<file path="src/rtl/conv_pkg.sv">
// Shared widths, FSM encoding and output saturation
// for the convolution MAC sequencer.
package conv_pkg;

  localparam int TAPS = 9;
  localparam int DW   = 8;
  localparam int PW   = 15;
  localparam int AW   = 16;

  localparam int SAT_MAX = (2 ** (DW - 1)) - 1;
  localparam int SAT_MIN = -(2 ** (DW - 1));

  typedef enum logic [1:0] {
    S_IDLE,
    S_RUN,
    S_DRAIN,
    S_OUT
  } state_t;

  // Clamp a widened sum into the signed output range.
  function automatic logic signed [DW-1:0] saturate(
    input logic signed [AW:0] v
  );
    logic signed [AW:0] hi;
    logic signed [AW:0] lo;
    hi = (AW + 1)'(SAT_MAX);
    lo = (AW + 1)'(SAT_MIN);
    if (v > hi) begin
      return DW'(SAT_MAX);
    end else if (v < lo) begin
      return DW'(SAT_MIN);
    end else begin
      return v[DW-1:0];
    end
  endfunction

endpackage

</file>
<file path="src/rtl/conv_mac_sequencer_mult.sv">
// Shared signed shift-multiplier: registered (A*B)>>>8,
// done follows start by one cycle.
module MULTB_shift
  import conv_pkg::*;
(
  input  logic                 clk,
  input  logic                 reset,
  input  logic                 start,
  input  logic signed [DW-1:0] A,
  input  logic signed [DW-1:0] B,
  output logic                 done,
  output logic signed [PW-1:0] result
);

  logic signed [2*DW-1:0] w_prod;
  logic signed [2*DW-1:0] w_shift;

  assign w_prod  = A * B;
  assign w_shift = w_prod >>> 8;

  // Register the floored product; done marks a fresh result.
  always_ff @(posedge clk or posedge reset) begin
    if (reset) begin
      done   <= 1'b0;
      result <= '0;
    end else begin
      done <= start;
      if (start) begin
        result <= PW'(w_shift);
      end
    end
  end

endmodule

</file>
<file path="src/rtl/conv_mac_sequencer.sv">
// Streams TAPS pixel/weight pairs through one multiplier,
// accumulates, adds bias, optional ReLU, saturates.
module conv_mac_sequencer #(
  parameter int TAPS = conv_pkg::TAPS,
  parameter int DW   = conv_pkg::DW,
  parameter int PW   = conv_pkg::PW,
  parameter int AW   = conv_pkg::AW
) (
  input  logic                        clk,
  input  logic                        reset,
  input  logic                        start,
  input  logic                        relu_en,
  input  logic signed [DW-1:0]        bias,
  output logic                        busy,
  output logic                        rd_en,
  output logic [$clog2(TAPS)-1:0]     tap_addr,
  input  logic signed [DW-1:0]        pix_i,
  input  logic signed [DW-1:0]        wgt_i,
  output logic                        out_valid,
  output logic signed [DW-1:0]        out_data
);

  import conv_pkg::*;

  localparam int TW = $clog2(TAPS);

  state_t               r_state;
  logic [1:0]           r_drain;
  logic signed [DW-1:0] r_bias;
  logic                 r_relu;
  logic                 r_mul_start;
  logic signed [AW-1:0] r_acc;

  logic                 w_done;
  logic signed [PW-1:0] w_result;
  logic                 w_accept;
  logic signed [AW:0]   w_sum;
  logic signed [AW:0]   w_relu;

  assign w_accept = start &&
                    ((r_state == S_IDLE) || (r_state == S_OUT));

  assign w_sum  = (AW + 1)'(r_acc) + (AW + 1)'(r_bias);
  assign w_relu = (r_relu && (w_sum < 0)) ? '0 : w_sum;

  MULTB_shift u_mult (
    .clk    (clk),
    .reset  (reset),
    .start  (r_mul_start),
    .A      (pix_i),
    .B      (wgt_i),
    .done   (w_done),
    .result (w_result)
  );

  // Window control: read issue, drain wait, output pulse.
  always_ff @(posedge clk or posedge reset) begin
    if (reset) begin
      r_state   <= S_IDLE;
      r_drain   <= '0;
      r_bias    <= '0;
      r_relu    <= 1'b0;
      busy      <= 1'b0;
      rd_en     <= 1'b0;
      tap_addr  <= '0;
      out_valid <= 1'b0;
      out_data  <= '0;
    end else begin
      out_valid <= 1'b0;
      unique case (r_state)
        S_IDLE, S_OUT: begin
          if (start) begin
            r_bias   <= bias;
            r_relu   <= relu_en;
            busy     <= 1'b1;
            rd_en    <= 1'b1;
            tap_addr <= '0;
            r_state  <= S_RUN;
          end else begin
            busy    <= 1'b0;
            r_state <= S_IDLE;
          end
        end
        S_RUN: begin
          if (tap_addr == TW'(TAPS - 1)) begin
            rd_en    <= 1'b0;
            tap_addr <= '0;
            r_drain  <= '0;
            r_state  <= S_DRAIN;
          end else begin
            tap_addr <= tap_addr + 1'b1;
          end
        end
        S_DRAIN: begin
          if (r_drain == 2'd2) begin
            out_valid <= 1'b1;
            out_data  <= saturate(w_relu);
            r_state   <= S_OUT;
          end else begin
            r_drain <= r_drain + 1'b1;
          end
        end
        default: r_state <= S_IDLE;
      endcase
    end
  end

  // Stage 1: multiplier start follows the read strobe.
  always_ff @(posedge clk or posedge reset) begin
    if (reset) begin
      r_mul_start <= 1'b0;
    end else begin
      r_mul_start <= rd_en;
    end
  end

  // Stage 2: clear on accept, add each finished product.
  always_ff @(posedge clk or posedge reset) begin
    if (reset) begin
      r_acc <= '0;
    end else if (w_accept) begin
      r_acc <= '0;
    end else if (w_done) begin
      r_acc <= r_acc + AW'(w_result);
    end
  end

endmodule

</file>
<file path="config.mk">
export PLATFORM = sky130hd
export DESIGN_NAME = conv_mac_sequencer
export DESIGN_NICKNAME = d
export VERILOG_FILES = /design/src/rtl/conv_pkg.sv /design/src/rtl/conv_mac_sequencer_mult.sv /design/src/rtl/conv_mac_sequencer.sv
export SDC_FILE = /design/constraint.sdc
export NUM_CORES = 1
export LEC_CHECK = 0
export ABC_AREA = 1
export CORE_MARGIN = 4
export CORE_UTILIZATION = 50
export CTS_CLUSTER_SIZE = 40
export DETAILED_ROUTE_END_ITERATION = 7
export GPL_TIMING_DRIVEN = 1
export PLACE_DENSITY = 0.69
export RECOVER_POWER = 50
export SYNTH_ARGS = -nofsm -noshare
export SYNTH_HDL_FRONTEND = slang
export SYNTH_SLANG_ARGS = --single-unit
</file>
<file path="constraint.sdc">
create_clock -name clk -period 2.8 [get_ports clk]
set_clock_uncertainty 0.2 [all_clocks]
set_input_delay 0.56 -clock clk [delete_from_list [all_inputs] [get_ports clk]]
set_output_delay 0.56 -clock clk [all_outputs]
set_load 0.02 [all_outputs]
</file>
==> results of run 1 <==
-- metal layers --
layer | vias to the layer above | GRT usage (%)
met5 | - | 0
met4 | 0 | 3.824
met3 | 19 | 2.611
met2 | 97 | 33.76
met1 | 2717 | 30.66
li1 | 2949 | -
-- registers in the layout (all words and copies together), names as in the netlist --
signal / cells
r_relu: 1
rd_en: 1
r_mul_start: 1
u_mult.result: 8
r_drain: 2
r_acc: 16
out_valid: 1
r_state: 2
tap_addr: 4
u_mult.done: 1
busy: 1
r_bias: 8
out_data: 8
-- worst register-to-register path, cell delays in order, from the launching register on --
cell                       delay [ps]
sky130_fd_sc_hd__dfrtp_2          420
sky130_fd_sc_hd__clkbuf_4         200
sky130_fd_sc_hd__buf_4            170
sky130_fd_sc_hd__ha_2             320
sky130_fd_sc_hd__a21oi_1          140
sky130_fd_sc_hd__o21ai_0          120
sky130_fd_sc_hd__a21oi_1          220
sky130_fd_sc_hd__nand2_1          100
sky130_fd_sc_hd__nand2_2          100
sky130_fd_sc_hd__nand3_4          130
sky130_fd_sc_hd__nand2_2           90
sky130_fd_sc_hd__inv_2             30
sky130_fd_sc_hd__nand2_2           70
sky130_fd_sc_hd__nand2_4           70
sky130_fd_sc_hd__nand2_1           80
sky130_fd_sc_hd__a21oi_2           60
-- synthesized netlist by cell type, types with 2 or more instances --
| cell type | n |
|---|---|
| sky130_fd_sc_hd__a31oi_1 | 2 |
| sky130_fd_sc_hd__nand4_1 | 4 |
| sky130_fd_sc_hd__a21oi_2 | 5 |
| sky130_fd_sc_hd__xnor2_1 | 8 |
| sky130_fd_sc_hd__and2_1 | 3 |
| sky130_fd_sc_hd__fa_1 | 55 |
| sky130_fd_sc_hd__nand3_2 | 4 |
| sky130_fd_sc_hd__a21oi_1 | 45 |
| sky130_fd_sc_hd__nor2_2 | 10 |
| sky130_fd_sc_hd__nand2_1 | 256 |
| sky130_fd_sc_hd__xor2_1 | 7 |
| sky130_fd_sc_hd__ha_1 | 63 |
| sky130_fd_sc_hd__dfrtp_1 | 54 |
| sky130_fd_sc_hd__inv_2 | 5 |
| sky130_fd_sc_hd__a21boi_0 | 2 |
| sky130_fd_sc_hd__nor2_1 | 45 |
| sky130_fd_sc_hd__nand2_2 | 10 |
| sky130_fd_sc_hd__nor3_1 | 5 |
| sky130_fd_sc_hd__clkbuf_1 | 15 |
| sky130_fd_sc_hd__or2_2 | 8 |
| sky130_fd_sc_hd__inv_1 | 183 |
| sky130_fd_sc_hd__nand3_1 | 41 |
| sky130_fd_sc_hd__o21ai_0 | 40 |
-- timing repair --
action | CTS | global route
setup buffers | 24 | 10
pin swaps | 32 | 57
resized for setup | 94 | 83
setup endpoints to repair | 8 | 15
-- kinds of logic after synthesis --
group | synth area share, %
buffers and inverters | 11.98
flip-flops | 21.15
adder cells (fa/ha/maj) | 29.57
AND/OR/NAND/NOR | 26.10
XOR/XNOR | 2.056
AO/OA/AOI/OAI | 9.145
-- power by group --
group	total [mW]	switching (mW)	internal, mW
Combinational	7.39	4.09	3.30
Clock	0.666	0.305	0.360
Sequential	1.46	0.319	1.14
-- metrics by stage --
step                      setup slack (ps)  instance area [um^2]
after floorplan                      -1575                  6679
after global placement               -2284                  7533
after detailed placement             -2308                  7533
after CTS                            -1531                  7923
after global routing                 -1730                  8269
final                                -1532                  8269
-- cell type report --
type | count | area share, %
timing repair buffer | 125 | 12.97
clock buffer | 6 | 1.680
inverter | 188 | 8.640
clock inverter | 2 | 0.1967
tap | 172 | 2.603
multi-input combinational | 627 | 57.56
sequential | 54 | 16.36
-- path summary, 6_finish.rpt --
kind,end,depth (start not counted)
max,u_mult.result[6]$_DFFE_PP0P_,19
min,r_mul_start$_DFF_PP0_,0
max reg2reg,out_data[0]$_DFFE_PP0P_,15
min reg2reg,r_mul_start$_DFF_PP0_,0
max in group asynchronous,r_bias[7]$_DFFE_PP0P_,3
min in group asynchronous,u_mult.done$_DFF_PP0_,2
==> summary by stage, run 1 <==
Synthesis
The number of nets in the synthesized netlist is 1031. The average instance area after synthesis is 7.220 um^2. Summing the sequential cell areas from Yosys gives 21.15% of the chip area. After synthesis the cells add up to 0.006390 mm^2.

For this run, asynchronously set or reset flops after synthesis account for 100.0%. The number of distinct library cells after synthesis is 38. Ranked by total cell area, the synthesized netlist is headed by sky130_fd_sc_hd__dfrtp_1, sky130_fd_sc_hd__fa_1, sky130_fd_sc_hd__nand2_1, sky130_fd_sc_hd__ha_1, sky130_fd_sc_hd__inv_1. Yosys printed 0 warnings. Of all cell types, the one taking the most synthesized area is sky130_fd_sc_hd__dfrtp_1. The synthesized design contains 0 enable-type register cells. The share of the synthesized area in the top cell type is 21.15%. Counting flops and latches in the post-synthesis netlist gives 54.

The dominant synthesized flop cell is sky130_fd_sc_hd__dfrtp_1. Synthesis handed over a netlist of 885 instances.

Worst setup path
The setup slack of the most critical reg-to-reg path is 160 ps. Traced cell by cell, the critical path runs through buf_8 -> clkinvlp_4 -> buf_6 -> fa_2 -> fa_1 -> inv_2 -> fa_1 -> fa_1 -> ha_4 -> a21o_1 -> a21boi_4 -> o21ai_4 -> nand2_2 -> a21oi_2 -> nand3_1 -> nand2_1 -> or2_4 -> nand3_2 -> nand2_1. The start of the worst register-to-register path is r_bias[7]$_DFFE_PP0P_. In this run the worst path has a maximum fanout of 4. Data on the critical path arrives at its endpoint at 4320 ps. The kind of start point of the critical path is an input pin. The launch point of the critical path is wgt_i[7]. The cell occurring most often along the worst timing path is sky130_fd_sc_hd__fa_1.

The endpoint type of the worst setup path is a register. For the worst setup path, the data required time is 2790 ps. The number of buffers and inverters on the critical path is 4. Grouping stages by cell kind, the critical path spends the most delay in adder cells. The critical path class is input pin to register.

The peak per-stage delay on the critical path is 560 ps. The cell with the biggest individual delay on the critical path is sky130_fd_sc_hd__fa_1.

Placement
During placement, the flow inserted port buffers numbering 42. Counting tap cells, the placed design contains a total of 1134 instances. The wire-length estimate of the detail-placed layout is 11.20 mm. The routability congestion estimate from global placement is 0.9046.

STA
The worst pin sits at a relative slew slack of 25.68%. The hold violation count in the final report was 0. The hold slack is 221.0 ps.

The post-route fraction of the period consumed by the critical path is 154.7%. At the pin with the least slew margin, the transition time is 1111 ps. Static timing analysis puts the maximum clock frequency at 230.8 MHz. Across all setup checks in the final design, the least slack found is -1532 ps. The shortest period the worst path allows is 4332 ps.

The number of pins with negative max-slew slack in the final report came to 0. Setup total negative slack on the finished layout was measured at -10920 ps. Setup repair after global routing could not meet its margin everywhere. The number of setup violations in the final report is 8.

Detailed routing
The detailed route wirelength on metal2 is 7.105 mm. The detailed-route vias per instance is 4.925. The mean routed wirelength per cell is 12.71 um. The first routing iteration left 325 violations. For this run, design rule violations remaining after detail routing come to 0. The count of nets left with antenna violations once routing finished came out at 0. The detailed-routing iteration count for the pre-antenna-repair pass is 5. The total length of routed met3 wires is 553 um. The number of vias after detailed routing is 5782. Signal routing reaches up to met4. After detailed routing, the wire length on met1 is 7.052 mm. The final routed wirelength across all metal layers is 14.92 mm.

CTS
The clock transition at the register clock pins on the worst setup and hold paths after CTS is 70 ps. The number of buffers added to fix hold violations after cts is 0. The number of clock buffers inserted by TritonCTS is 5. Clock tree synthesis found a total of 54 sinks. Clock latency on the worst-skew pair, taken at its later pin, is 300 ps. CTS built an H-tree with a depth of 2.

The clock tree buffer depth is 2. TritonCTS built the clock tree. CTS placed an instance of sky130_fd_sc_hd__clkbuf_16 at the clock tree root.

Pwr
In this run the static leakage power is 4.450 nW. Total power for the finished layout comes to 9.520 mW. VDD sags by at most 0.0007198 V.

The cell area power density is 1151 mW/mm^2.

Floorplan
The number of standard-cell rows in the floorplan is 41. The number of top-level design ports is 43. The effective utilization at floorplan is 50.84%.

The region available for standard cell placement spans 0.01257 mm^2. The die area is 0.01465 mm^2. The overall die height is 121.0 um. The die extent in x is 121.0 um.

Global route
The total track usage is 20.95%. Entering global routing, the biggest net connects 33 pins. The via count of the first global-routing pass was 5667. The number of antenna violations at the first check in global routing was 0. The first-pass GRT wire length is 25.47 mm. Global routing finished with a remaining overflow of 0.

Layout
The library cell used most frequently in the layout, excluding fill and tap cells, is sky130_fd_sc_hd__nand2_1. Cells with a size suffix above 1 make up 24.75% of the layout. The repair_antennas step left the layout with diodes totalling 0.

For this run, the share of the core covered by cells in the final layout is 65.79%. In the final layout, flip-flops and latches occupy 0.001353 mm^2. The final layout contains 1147 nets. The area occupied by multi-input gates is 0.004760 mm^2. The synthesis-to-layout area growth is 29.41%. The number of fill cells in the layout is 1071. The post-route non-filler standard cell count is 1174. In the layout the commonest cells are sky130_fd_sc_hd__nand2_1, sky130_fd_sc_hd__inv_1, sky130_fd_sc_hd__buf_4.

Min path
The worst hold path belongs to the class register to register. The critical hold path startpoint is rd_en$_DFFE_PP0P_.

Status
The final reports fail on negative setup slack. The run finished, with violations left.

Flow run
The count of max-cap constraint violations is 0.
Note: power is estimated with default switching activity, not from simulation.
==> inputs of run 2 (changes only) <==
CORE_UTILIZATION = 45   (was 50)
PLACE_DENSITY = default   (was 0.69)
RECOVER_POWER = default   (was 50)
==> summary by stage, run 2 (same netlist as run 1, synthesis figures left out) <==
Detailed routing
Dividing the detail-routed via count by the number of cells gives 4.761. The first detailed-routing pass took 4 iterations. The mean routed wirelength per cell is 11.84 um.

The detailed router put a total of 6.136 mm of wire on met1. The final routed wirelength across all metal layers is 13.77 mm. Detailed routing placed a total of 7.199 mm of wire on met2. Signal routing reaches up to met4.

The violation count after the first detailed-route iteration is 221. The count of antenna-violating nets left after detailed routing is 0. For this block, the via count after detailed routing is 5537.

The total length of routed met3 wires is 258 um. After detailed routing, the number of remaining DRC violations is 0.

Layout
The net count of the finished layout is 1128. The flip-flop count of the largest register, all copies and words added is 16. The synthesis-to-layout area growth is 24.50%.

The number of fill cells in the layout is 1354. Leaving out fill and tap cells, the most frequent cell in the layout is sky130_fd_sc_hd__nand2_1. After routing the design area is 0.007955 mm^2. The sequential cell area is 0.001353 mm^2. The area occupied by multi-input gates is 0.004613 mm^2.

0 antenna diodes ended up in the layout. r_acc holds more flip-flops than any other register. In the layout the commonest cells are sky130_fd_sc_hd__nand2_1, sky130_fd_sc_hd__inv_1, sky130_fd_sc_hd__buf_4. The fraction of final layout cells sized beyond drive strength 1 is 21.06%.

Worst setup path
The worst path arrival time is 4310 ps. Data on the critical path is required at its endpoint by 2790 ps. The maximum fanout along the worst path is 4. The critical path is of the input pin to register type. The endpoint type of the worst setup path is a register. STA classifies the critical path startpoint as an input pin.

Global route
The first-pass GRT wire length is 24.11 mm. The via count of the first global-routing pass is 5344. The total track usage is 17.79%.

The number of antenna violations at the first check in global routing came to 0. The pin count of the biggest net entering global routing is 55. After global routing the overflow that remains totals 0.

STA
Across all hold checks on the routed design, the worst slack comes to 224.0 ps. The number of pins with negative max-slew slack in the final report is 0. The slew at the pin with the worst max-slew slack is 1102 ps.

The hold violation count in the final report is 0. Setup repair after global routing could not meet its margin everywhere. The top achievable clock speed is 231.8 MHz. In the post-route analysis, the smallest setup slack over all paths is -1514 ps. The number of setup violations in the final report is 8. Of the available clock period, the critical path in the final layout requires 154.1%. The worst pin sits at a relative slew slack of 26.27%. The shortest period the worst path allows is 4314 ps.

CTS
The CTS tree is built. The H-tree was split into 2 levels. The clock drives 54 sinks. The number of clock buffers inserted by TritonCTS is 5.

The tree is rooted in a sky130_fd_sc_hd__clkbuf_16. Clock latency on the worst-skew pair, taken at its later pin, is 300 ps. The number of hold buffers added after CTS was 0. The clock transition at the register clock pins on the worst setup and hold paths after CTS is 70 ps. In this run the deepest clock path goes through 2 buffers.

Pwr
The leakage power is 4.346 nW. Power spread over the standard cell area amounts to 1135 mW/mm^2. Across the VDD grid, the largest voltage drop is 0.0004339 V.

Placement
The worst slack at placement is -2340 ps. The placed standard-cell area is 0.007538 mm^2. In this run the tool buffered the top-level ports with 42 buffer cells. The HPWL after detailed placement is 11.53 mm. The routability congestion estimate from global placement is 0.8376.

Min path
The class of the most critical hold timing path is register to register.

Flow run
Across the run, the number of max-cap violations was 0.

Floorplan
The number of standard-cell rows in the floorplan is 43. The die covers 0.01617 mm^2. The number of top-level design ports is 43. From bottom edge to top edge, the die measures 127.2 um. The region available for standard cell placement spans 0.01388 mm^2.

The effective utilization at floorplan is 46.03%. The die extent in x is 127.2 um.

Status
The flow ran to the end, but the final reports show violations. The checks that failed: negative setup slack.
run 2: cell types whose count changed in the layout (fill, tap and decap cells not counted), sizes merged:
cell / before / now
inv: 188 / 189
clkbuf: 13 / 7
clkdlybuf4s50: 25 / 26
dlygate4sd3: 1 / 0
dlygate4sd2: 0 / 1
clkinv: 0 / 1
clkinvlp: 2 / 1
buf: 92 / 76
clkdlybuf4s15: 0 / 1
run 2: stage by stage:
step                      total power, mW  TNS, ps  cells  util [%]
after floorplan                     6.202   -10910    885         -
after global placement              7.825   -16920   1143     54.31
after detailed placement            7.887   -17080   1143     54.31
after CTS                           8.859   -10820   1160     56.63
after global routing                10.17   -11910   1163     57.31
final                               9.025   -10700   1163     57.31
run 2: metal layers:
metal / up-vias / track usage, %
met5: - / 0
met4: 0 / 3.785
met3: 12 / 1.380
li1: 2908 / -
met1: 2550 / 22.91
met2: 67 / 32.72
run 2: final timing paths:
kind | start | endpoint | slack, ps | depth (start not counted)
worst max-delay path | wgt_i[3] | u_mult.result[6]$_DFFE_PP0P_ | -1510 | 21
worst min-delay path | rd_en$_DFFE_PP0P_ | r_mul_start$_DFF_PP0_ | 220 | 0
worst max register to register | r_bias[7]$_DFFE_PP0P_ | out_data[4]$_DFFE_PP0P_ | 200 | 14
max in group asynchronous | reset | r_bias[7]$_DFFE_PP0P_ | 1720 | 3
min in group asynchronous | reset | busy$_DFFE_PP0N_ | 430 | 3
worst min register to register | rd_en$_DFFE_PP0P_ | r_mul_start$_DFF_PP0_ | 220 | 0
run 2: final cells by class:
type	count	share of cell area, %
multi-input cells	627	57.99
clock inverters	3	0.3617
clock buffers	5	1.573
repair buffers	106	11.29
inverters	188	8.949
well taps	180	2.831
flip-flops and latches	54	17.00
run 2: repair_timing:
item	4_1_cts	5_1_grt
endpoints found under the setup margin	8	15
buffers inserted	11	4
pin swaps	46	17
resized for setup	92	37
run 2: critical path: stages:
cell,delay [ps]
sky130_fd_sc_hd__buf_8,110
sky130_fd_sc_hd__buf_6,110
sky130_fd_sc_hd__nand2_2,50
sky130_fd_sc_hd__inv_2,40
sky130_fd_sc_hd__fa_1,540
sky130_fd_sc_hd__inv_1,50
sky130_fd_sc_hd__fa_1,490
sky130_fd_sc_hd__inv_2,40
sky130_fd_sc_hd__fa_1,460
sky130_fd_sc_hd__fa_1,600
sky130_fd_sc_hd__ha_4,210
sky130_fd_sc_hd__a21o_1,170
sky130_fd_sc_hd__a21boi_2,180
sky130_fd_sc_hd__o21ai_4,90
sky130_fd_sc_hd__nand2_4,100
sky130_fd_sc_hd__a21oi_2,60
sky130_fd_sc_hd__nand3_1,70
sky130_fd_sc_hd__nand2_1,70
sky130_fd_sc_hd__or2_4,230
sky130_fd_sc_hd__nand3_2,50
sky130_fd_sc_hd__nand2_1,40
run 2: where the power goes:
group          internal (mW)  switching (mW)
Clock                  0.343           0.307
Sequential              1.14           0.288
Combinational           3.04            3.90
==> inputs of run 3 (changes only) <==
CORE_MARGIN = 2   (was 4)
MAX_ROUTING_LAYER = met4   (was default)
RECOVER_POWER = 100   (was default)
==> summary by stage, run 3 (same netlist as run 1, synthesis figures left out) <==
Placement
Including well taps, the total number of placed cells is 1144. Detailed placement ended at an HPWL of 11.59 mm. Routability-driven placement finished with a final weighted congestion of 0.8340.

The number of I/O port buffers is 42. The placed standard-cell area is 0.007559 mm^2.

STA
The post-route fraction of the period consumed by the critical path is 152.7%. The hold violation count in the final report was 0. The number of pins with negative max-slew slack in the final report is 0.

The worst relative slew slack is 23.20%. Setup repair after global routing could not meet its margin everywhere. Adding up every negative setup slack in the final design gives -10690 ps. The shortest period the worst path allows is 4276 ps. The top achievable clock speed is 233.9 MHz.

The slew at the pin with the worst max-slew slack is 1151 ps. The worst path setup slack after routing is -1476 ps. The number of setup violations in the final report is 8.

The hold slack is 233.8 ps.

Detailed routing
The routed design has 14.14 mm of wire. The detailed-routing iteration count for the pre-antenna-repair pass is 6. The violation count after the first detailed-route iteration is 160. In this run the remaining antenna-violating nets after routing total 0. The number of vias after detailed routing is 5614. The number of design rule violations left after detail routing is 0. The detailed-route vias per instance is 4.790.

The mean routed wirelength per cell is 12.06 um.

Status
The run finished, with violations left. The checks that failed: negative setup slack.

Global route
After global routing the overflow that remains totals 0. The pin count of the biggest net entering global routing is 32. The first-pass GRT wire length is 24.29 mm.

The via count of the first global-routing pass is 5465. Global routing consumed, over all layers together, 20.47% of the routing resources. The number of antenna violations at the first check in global routing is 0.

Floorplan
From left edge to right edge, the die measures 123.2 um. The die is 123.2 um tall. The die covers 0.01517 mm^2. Pin placement for this block handled 43 I/O pins. The area of the core is 0.01388 mm^2. The effective utilization at floorplan is 46.03%. The number of standard-cell rows in the floorplan is 43.

Pwr
The net switching share of the total power is 49.83%. The leakage power is 4.388 nW. In this run the power spent charging and discharging nets is 4.548 mW. The sequential cell fraction of total power is 15.9%. In this run, the combinational gates consume 77.1% of the power. For this design the ratio of total power to cell area is 1129 mW/mm^2. Across the VDD grid, the largest voltage drop is 0.0004405 V. The clock network is responsible for 7.1% of the overall power. The post-layout total power is 9.127 mW.

The internal power of the cells totals 4.579 mW.

Worst setup path
STA puts the critical path data required time at 2780 ps. The number of cell instances on the worst register-to-register path is 14. The critical path class is input pin to register. Across all register-to-register paths, the minimum setup slack is 120 ps. The kind of start point of the critical path is an input pin. The maximum fanout along the worst path is 5. The worst path arrival time is 4250 ps.

The endpoint type of the worst setup path is a register.

CTS
The number of clock buffers inserted by TritonCTS is 5. The number of clock sinks is 54. TritonCTS built the clock tree. The clock transition at the register clock pins on the worst setup and hold paths after CTS is 70 ps.

The number of levels the H-tree was split into is 2. In this run the deepest clock path goes through 2 buffers. The number of buffers added to fix hold violations after cts is 0. The clock tree root driver cell is sky130_fd_sc_hd__clkbuf_16.

The clock insertion delay at the later pin of the skew report is 300 ps.

Layout
For this run, the number of standard cells in the final layout without fillers is 1172. The top register by number of flip-flops is r_acc. In the final design database the tool counted 1137 nets. The final standard cell area without fillers is 0.008082 mm^2.

After filler insertion, the fill cell instance count of the layout stands at 1334. The register with the most flip-flops in the layout has 16 of them. The antenna diode instance count is 0. The top cell types in the final layout, fill and taps aside, are sky130_fd_sc_hd__nand2_1, sky130_fd_sc_hd__inv_1, sky130_fd_sc_hd__buf_4. The post-route netlist has 21.88% of its cells at a drive strength greater than 1. The most frequent standard cell in the layout excluding fill and tap cells is sky130_fd_sc_hd__nand2_1. Relative to the synthesized area, the layout overhead comes to 26.47%.

Flow run
The count of max-cap constraint violations is 0.

Min path
The class of the most critical hold timing path is register to register. The count of cells along the worst hold path is 0.
## run 3: cell count changes in the layout (fill, tap and decap cells not counted), moves of 5 or more
cell                              change
sky130_fd_sc_hd__nor2_2               -6
sky130_fd_sc_hd__ha_4                 +7
sky130_fd_sc_hd__buf_4                +9
sky130_fd_sc_hd__dlygate4sd3_1       +16
sky130_fd_sc_hd__clkdlybuf4s50_1     -16
sky130_fd_sc_hd__a21oi_1              -5
sky130_fd_sc_hd__a21oi_2              +5
sky130_fd_sc_hd__ha_2                 -5
## run 3: metrics by stage
stage	setup slack, ps	utilization [%]
final	-1476	58.22
after global routing	-1697	58.22
after CTS	-1546	56.53
after detailed placement	-2344	54.45
after global placement	-2295	54.45
after floorplan	-1575	-
## run 3: metal layers
metal  vias to the layer above  GRT usage [%]  routed length, um
met5                         -              -                  0
met4                         0          3.764                155
met3                        12          1.614                215
met2                        58          37.84               7461
met1                      2613          24.53               6306
li1                       2931              -                  -
## run 3: final timing paths
check	end	start
worst min register to register	r_mul_start$_DFF_PP0_	rd_en$_DFFE_PP0P_
max in group asynchronous	r_acc[13]$_DFFE_PP0P_	reset
min in group asynchronous	tap_addr[2]$_DFFE_PP0P_	reset
worst max-delay path	u_mult.result[7]$_DFFE_PP0P_	pix_i[7]
worst max register to register	out_data[6]$_DFFE_PP0P_	r_bias[7]$_DFFE_PP0P_
worst min-delay path	r_mul_start$_DFF_PP0_	rd_en$_DFFE_PP0P_
## run 3: critical path, cell delays in order
cell and delay [ps]:
sky130_fd_sc_hd__buf_6 90, sky130_fd_sc_hd__buf_6 130, sky130_fd_sc_hd__buf_4 130, sky130_fd_sc_hd__buf_4 140, sky130_fd_sc_hd__nand2_2 50, sky130_fd_sc_hd__inv_2 50, sky130_fd_sc_hd__fa_1 520, sky130_fd_sc_hd__inv_1 50
sky130_fd_sc_hd__fa_1 490, sky130_fd_sc_hd__inv_1 50, sky130_fd_sc_hd__fa_1 470, sky130_fd_sc_hd__inv_1 50, sky130_fd_sc_hd__fa_1 480, sky130_fd_sc_hd__inv_2 50, sky130_fd_sc_hd__ha_4 230, sky130_fd_sc_hd__a21oi_2 140
sky130_fd_sc_hd__nor2_1 70, sky130_fd_sc_hd__a211oi_2 170, sky130_fd_sc_hd__o21ai_2 90, sky130_fd_sc_hd__xor2_1 160, sky130_fd_sc_hd__o21ai_1 70
## run 3: what timing repair did
action | 4_1_cts | 5_1_grt
buffers inserted | 11 | 10
endpoints found under the setup margin | 9 | 15
hold endpoints to repair | 0 | 0
resized for setup | 84 | 51
pin swaps | 33 | 29
## run 3: power by group through the flow
stage | clock network, mW | registers [mW] | logic [mW]
6_report | 0.644 | 1.45 | 7.03
5_1_grt | 0.689 | 1.49 | 8.08
4_1_cts | 0.665 | 1.47 | 6.67
3_5_place_dp | 0 | 1.48 | 6.43
3_3_place_gp | 0 | 1.47 | 6.35
2_1_floorplan | 0 | 1.46 | 4.74
## run 3: area by class of cell
class	instances	area (um^2)	share of cell area (%)
clock buffer	5	125.1	1.548
sequential	54	1353	16.74
inverter	188	711.9	8.809
clock inverter	3	28.78	0.3561
multi-input combinational	627	4679	57.90
tap	180	225.2	2.787
timing repair buffer	115	958.4	11.86
